## src/rtl/wave_ram_port.sv

```systemverilog
// wave_ram_port: 16-byte wave pattern RAM (FF30-FF3F) shared between the
// channel-3 playback fetch path and CPU reads/writes.
// While channel 3 plays, CPU accesses are steered to the byte channel 3 is
// addressing, and they are accepted only in a short window after each fetch
// (DMG behaviour).
// Build option: define WAVE_RAM_CGB_EN to remove the window restriction so
// that CPU accesses during playback always succeed (CGB behaviour).
module wave_ram_port #(
  parameter logic [15:0] BASE_ADDR     = 16'hFF30,
  parameter int          WINDOW_CYCLES = 2
) (
  input  logic        cery_2mhz,
  input  logic        apu_reset,
  input  logic [15:0] a,
  input  logic [7:0]  cpu_din,
  input  logic        cpu_rd,
  input  logic        cpu_wr,
  output logic [7:0]  cpu_dout,
  output logic        cpu_doe,
  input  logic        ch3_active,
  input  logic [3:0]  wave_a,
  input  logic        nib_sel,
  input  logic        fetch,
  output logic [3:0]  wave_play_d,
  output logic        wave_ram_rd
);

  // Pattern storage; deliberately has no reset so that contents survive apu_reset.
  logic [7:0] ram_q [16];

  logic [7:0] sample_buf_q, sample_buf_d;
  logic [7:0] cpu_dout_q,   cpu_dout_d;
  logic       cpu_doe_q,    cpu_doe_d;

  logic       hit;
  logic       fetch_go;
  logic [3:0] idx;
  logic       allowed;
  logic       wr_go;
  logic       rd_go;

  // CPU address decode; the window is aligned on a 16-byte boundary.
  assign hit = (a[15:4] == BASE_ADDR[15:4]);

  // A fetch has an effect only while channel 3 is playing.
  assign fetch_go = fetch & ch3_active;

  // During playback the CPU sees the byte channel 3 is addressing, not a[3:0].
  assign idx = ch3_active ? wave_a : a[3:0];

`ifdef WAVE_RAM_CGB_EN
  // CGB: CPU access is never blocked.
  assign allowed = 1'b1;
`else
  localparam logic [2:0] WIN_LOAD = 3'(WINDOW_CYCLES);

  logic [2:0] win_cnt_q, win_cnt_d;

  // Access window: reloads on each fetch, counts down to zero and is
  // cleared at once when playback stops.
  always_comb begin
    win_cnt_d = win_cnt_q;
    if (!ch3_active) begin
      win_cnt_d = 3'd0;
    end else if (fetch_go) begin
      win_cnt_d = WIN_LOAD;
    end else if (win_cnt_q != 3'd0) begin
      win_cnt_d = win_cnt_q - 3'd1;
    end
  end

  // Window counter register.
  always_ff @(posedge cery_2mhz) begin
    if (apu_reset) begin
      win_cnt_q <= 3'd0;
    end else begin
      win_cnt_q <= win_cnt_d;
    end
  end

  // DMG: during playback the CPU only gets through when a fetch is in
  // progress or the post-fetch window is still open.
  assign allowed = ~ch3_active | fetch_go | (win_cnt_q != 3'd0);
`endif

  // A write wins over a read in the same cycle; writes are dropped during reset.
  assign wr_go = cpu_wr & hit & allowed & ~apu_reset;
  assign rd_go = cpu_rd & hit & ~cpu_wr;

  // Next-state for the sample buffer and the CPU read port.
  always_comb begin
    sample_buf_d = sample_buf_q;
    if (fetch_go) begin
      // A write to the byte being fetched is passed straight through.
      sample_buf_d = wr_go ? cpu_din : ram_q[wave_a];
    end

    cpu_doe_d  = rd_go;
    cpu_dout_d = cpu_dout_q;
    if (rd_go) begin
      cpu_dout_d = allowed ? ram_q[idx] : 8'hFF;
    end
  end

  // RAM write port.
  always_ff @(posedge cery_2mhz) begin
    if (wr_go) begin
      ram_q[idx] <= cpu_din;
    end
  end

  // Sample buffer and CPU read response registers.
  always_ff @(posedge cery_2mhz) begin
    if (apu_reset) begin
      sample_buf_q <= 8'h00;
      cpu_dout_q   <= 8'hFF;
      cpu_doe_q    <= 1'b0;
    end else begin
      sample_buf_q <= sample_buf_d;
      cpu_dout_q   <= cpu_dout_d;
      cpu_doe_q    <= cpu_doe_d;
    end
  end

  assign cpu_dout = cpu_dout_q;
  assign cpu_doe  = cpu_doe_q;

  // Playback nibble is silenced whenever channel 3 is off.
  assign wave_play_d = !ch3_active ? 4'h0 :
                       (nib_sel ? sample_buf_q[3:0] : sample_buf_q[7:4]);

  // RAM activity strobe used by channel 3 for its own clocking.
  assign wave_ram_rd = fetch | (cpu_rd & hit);

endmodule

```

## config.mk

```make
export PLATFORM = sky130hd
export DESIGN_NAME = wave_ram_port
export DESIGN_NICKNAME = d
export VERILOG_FILES = /design/src/rtl/wave_ram_port.sv
export SDC_FILE = /design/constraint.sdc
export NUM_CORES = 1
export LEC_CHECK = 0
export BUFFER_PORTS_ARGS = -buffer_cell sky130_fd_sc_hd__clkbuf_2
export CAP_MARGIN = 0
export CORE_ASPECT_RATIO = 1.2
export CORE_MARGIN = 2
export CORE_UTILIZATION = 35
export CTS_CLUSTER_SIZE = 14
export DETAILED_ROUTE_END_ITERATION = 6
export PLACE_DENSITY_LB_ADDON = 0.2
export SLEW_MARGIN = 20
export SYNTH_ARGS = -nofsm -noshare
export SYNTH_HDL_FRONTEND = slang
export SYNTH_SLANG_ARGS = --single-unit
```

## constraint.sdc

```tcl
create_clock -name cery_2mhz -period 2.72 [get_ports cery_2mhz]
set_input_delay 0.136 -clock cery_2mhz [delete_from_list [all_inputs] [get_ports cery_2mhz]]
set_output_delay 0.136 -clock cery_2mhz [all_outputs]
set_load 0.02 [all_outputs]
```

==> impl_metrics.yaml <==
outcome:
  status: "completed"
power:
  clock_power_share_pct: 45.3
  p_leak_nw: 2.82
  switching_share_pct: 21.9
  switchingPower_mw: 1.17
  power_frac_seq_pct: 46.4
  peakVddDrop_uv: 471
  p_per_area_nw_per_um2: 646
  p_comb_share_pct: 8.4
  p_int_mw: 4.17
yosys:
  yosys_warnings: 0
  yosysUniqueCellTypes: 43
  synth-edff-count: 128
  synth_common_cells: "128 x edfxtp_1, 64 x mux4_2, 29 x mux2i_1"
  synth_area_leaders: "edfxtp_1 56%, mux4_2 21%, dfxtp_1 5.8%, mux2i_1 4.2%, a22oi_1 1.7%"
  synthFlopType: "edfxtp_1"
  async_reset_ff_share_pct: 0
  seq_area_frac_synth_pct: 61.6
  postSynthCellCount: 379
  synth_top_area_share_pct: 55.8
  synth.most_common_cell: "edfxtp_1"
  ys_ff_latch: 148
  synth_area_per_cell_um2: 18.2
  netlist_area_um2: 6890
  synth_top_cell_by_area: "edfxtp_1"
  syn-num-nets: 414
worst_setup_path:
  crit_fanout: 8
  r2r-start: "win_cnt_q[2]$_SDFFE_PP0P_"
  cp_slowest_cell: "or4_1"
  cp-end-kind: "flip-flop"
  cp.arrival_ns: 2.48
  critical_path_class: "primary input to flip-flop"
  slowest_delay_ns: 0.69
  cp-start-kind: "primary input"
  cp.required_ns: 2.86
  crit_start: "fetch"
  crit_chain: "dlygate4sd3_1, clkbuf_2, nor2_1, a31o_2, or4_1, nor3_2, buf_4"
placement:
  dpl.hpwl_um: 13900
  gp_congestion: 0.863
  portBuffers: 48
detailed_routing:
  drcViolationCount: 0
  drt-total-wl_um: 19400
  vias_per_cell: 5.79
  drt-initial-drc-count: 313
  drtPass1Iterations: 5
  ant_nets: 0
  num_vias: 4261
  routedWlPerCell_um: 26.3
floorplan:
  die-width_um: 132
  num_rows: 56
  die_area_um2: 20800
  die_y_um: 158
  core_um2: 19400
  initial_core_util_pct: 35.5
  ios: 49
clocking:
  h-tree-depth: 4
  numCtsBuffers: 17
  cts_tree: "done"
  postCtsSetupBuffers: 0
  clock_sinks: 148
  clock_latency_ns: 0.43
  clkTransAtPathRegs_ns: 0.06
  clock-root-buffer: "clkbuf_16"
  clock_path_buffers: 2
sta:
  setup_viol: 0
  period_share_pct: 85.7
  tightestPinTransition_ns: 0.949
  rsz0062_at_grt: "false"
  worst_slew_margin_rel_pct: 34.9
  clock_skew_ns: 0.00648
  period_needed_ns: 2.33
  fmax_mhz: 429
  finalSetupTns_ns: 0
  hold_violations: 0
  drv_slew: 0
final_layout:
  final_net_count: 498
  final_layout_size_suffix_gt1_share_pct: 38.8
  finish.utilization_pct: 42.6
  syn_to_final_growth_pct: 20.0
worst_hold_path:
  hold_class: "primary input to flip-flop"
  worstHoldStart: "ch3_active"
global_route:
  grt_usage_pct: 19.6
  grt_pass1_vias: 4412
  antenna_found_initial: 1
  overflow: 0
  grt_pass1_wl_um: 28900
  grt_max_degree: 41
job:
  cap_viol_max_count: 0
[final cells by class]
type	instances	area (um2)
fill	1720	11100
tap	261	327
clock inverter	11	160
antenna	1	2.50
inverter	7	26.3
sequential	148	4240
clock buffer	19	433
timing repair buffer	88	573
multi-input combinational	201	2500
[worst max-delay path: cells and delay by family]
kind | cells | cell delay [ns]
AOI/OAI and AO/OA | 1 | 0.27
buffers and inverters | 3 | 0.94
and+or+nand+nor | 3 | 1.12
[state kept, by name (all words and copies together) (netlist names)]
signal / flops
ram_q: 128
cpu_doe: 1
sample_buf_q: 8
win_cnt_q: 3
cpu_dout: 8
[layer usage]
| metal | GRT usage, % | routed length (um) |
|---|---|---|
| met1 | 23.8 | 7840 |
| met3 | 4.13 | 1020 |
| met5 | 0 | 0 |
| met2 | 33.6 | 9890 |
| met4 | 8.90 | 629 |
[cells by family after synthesis]
kind of cell	share of synthesized area, %
DFF	61.6
and+or+nand+nor	4.98
muxes	25.5
AOI/OAI and AO/OA	5.80
buffers and inverters	2.07
[what timing repair did]
action                    in CTS  in global routing
resized for setup              0                  0
hold endpoints to repair       3                  0
hold buffers                   3                  0
[power by group through the flow]
stage                     registers [mW]  clock network [mW]  logic [mW]
after detailed placement            2.52                   0       0.447
after global routing                2.48                2.53       0.474
after CTS                           2.47                2.45       0.450
after global placement              2.52                   0       0.443
after floorplan                     2.52                   0       0.278
final                               2.48                2.42       0.448
[through the flow]
step | hold slack [ns] | instance area [um2] | setup slack (ns) | total power, mW | std cells
after floorplan | 0.213 | 6890 | 0.369 | 2.80 | 379
after global placement | 0.369 | 7640 | 0.350 | 2.97 | 702
after detailed placement | 0.382 | 7640 | 0.335 | 2.97 | 702
after CTS | 0.142 | 8260 | 0.435 | 5.37 | 735
after global routing | 0.173 | 8260 | 0.336 | 5.48 | 735
final | 0.136 | 8270 | 0.388 | 5.34 | 736
[placed cells by master (no fill, tap or decap), drive strengths merged]
| master | n |
|---|---|
| a211oi | 5 |
| a21o | 1 |
| a21oi | 5 |
| a221o | 8 |
| a22oi | 16 |
| a31o | 1 |
| a31oi | 7 |
| a32o | 2 |
| a32oi | 5 |
| and2 | 8 |
| and3 | 1 |
| buf | 37 |
| bufinv | 4 |
| clkbuf | 67 |
| clkinv | 5 |
| clkinvlp | 2 |
| dfxtp | 20 |
| diode | 1 |
| dlygate4sd3 | 3 |
| edfxtp | 128 |
| inv | 7 |
| mux2 | 2 |
| mux2i | 29 |
| mux4 | 64 |
| nand2 | 1 |
| nand2b | 2 |
| nand3b | 2 |
| nand4 | 2 |
| nand4b | 2 |
| nor2 | 5 |
| nor2b | 5 |
| nor3 | 18 |
| nor4 | 4 |
| nor4b | 1 |
| o21a | 1 |
| o21ai | 1 |
| or2 | 1 |
| or3 | 1 |
| or4 | 1 |
[worst paths after layout]
path         slack, ns                         to  depth (start not counted)
max               0.39      ram_q[4][4]$_DFFE_PP_                          7
min               0.14  win_cnt_q[0]$_SDFFE_PP0P_                          3
max reg2reg       0.44      ram_q[4][4]$_DFFE_PP_                          5
min reg2reg       0.45   cpu_dout[1]$_SDFFE_PP1P_                          2
(Power assumes the default switching activity.)
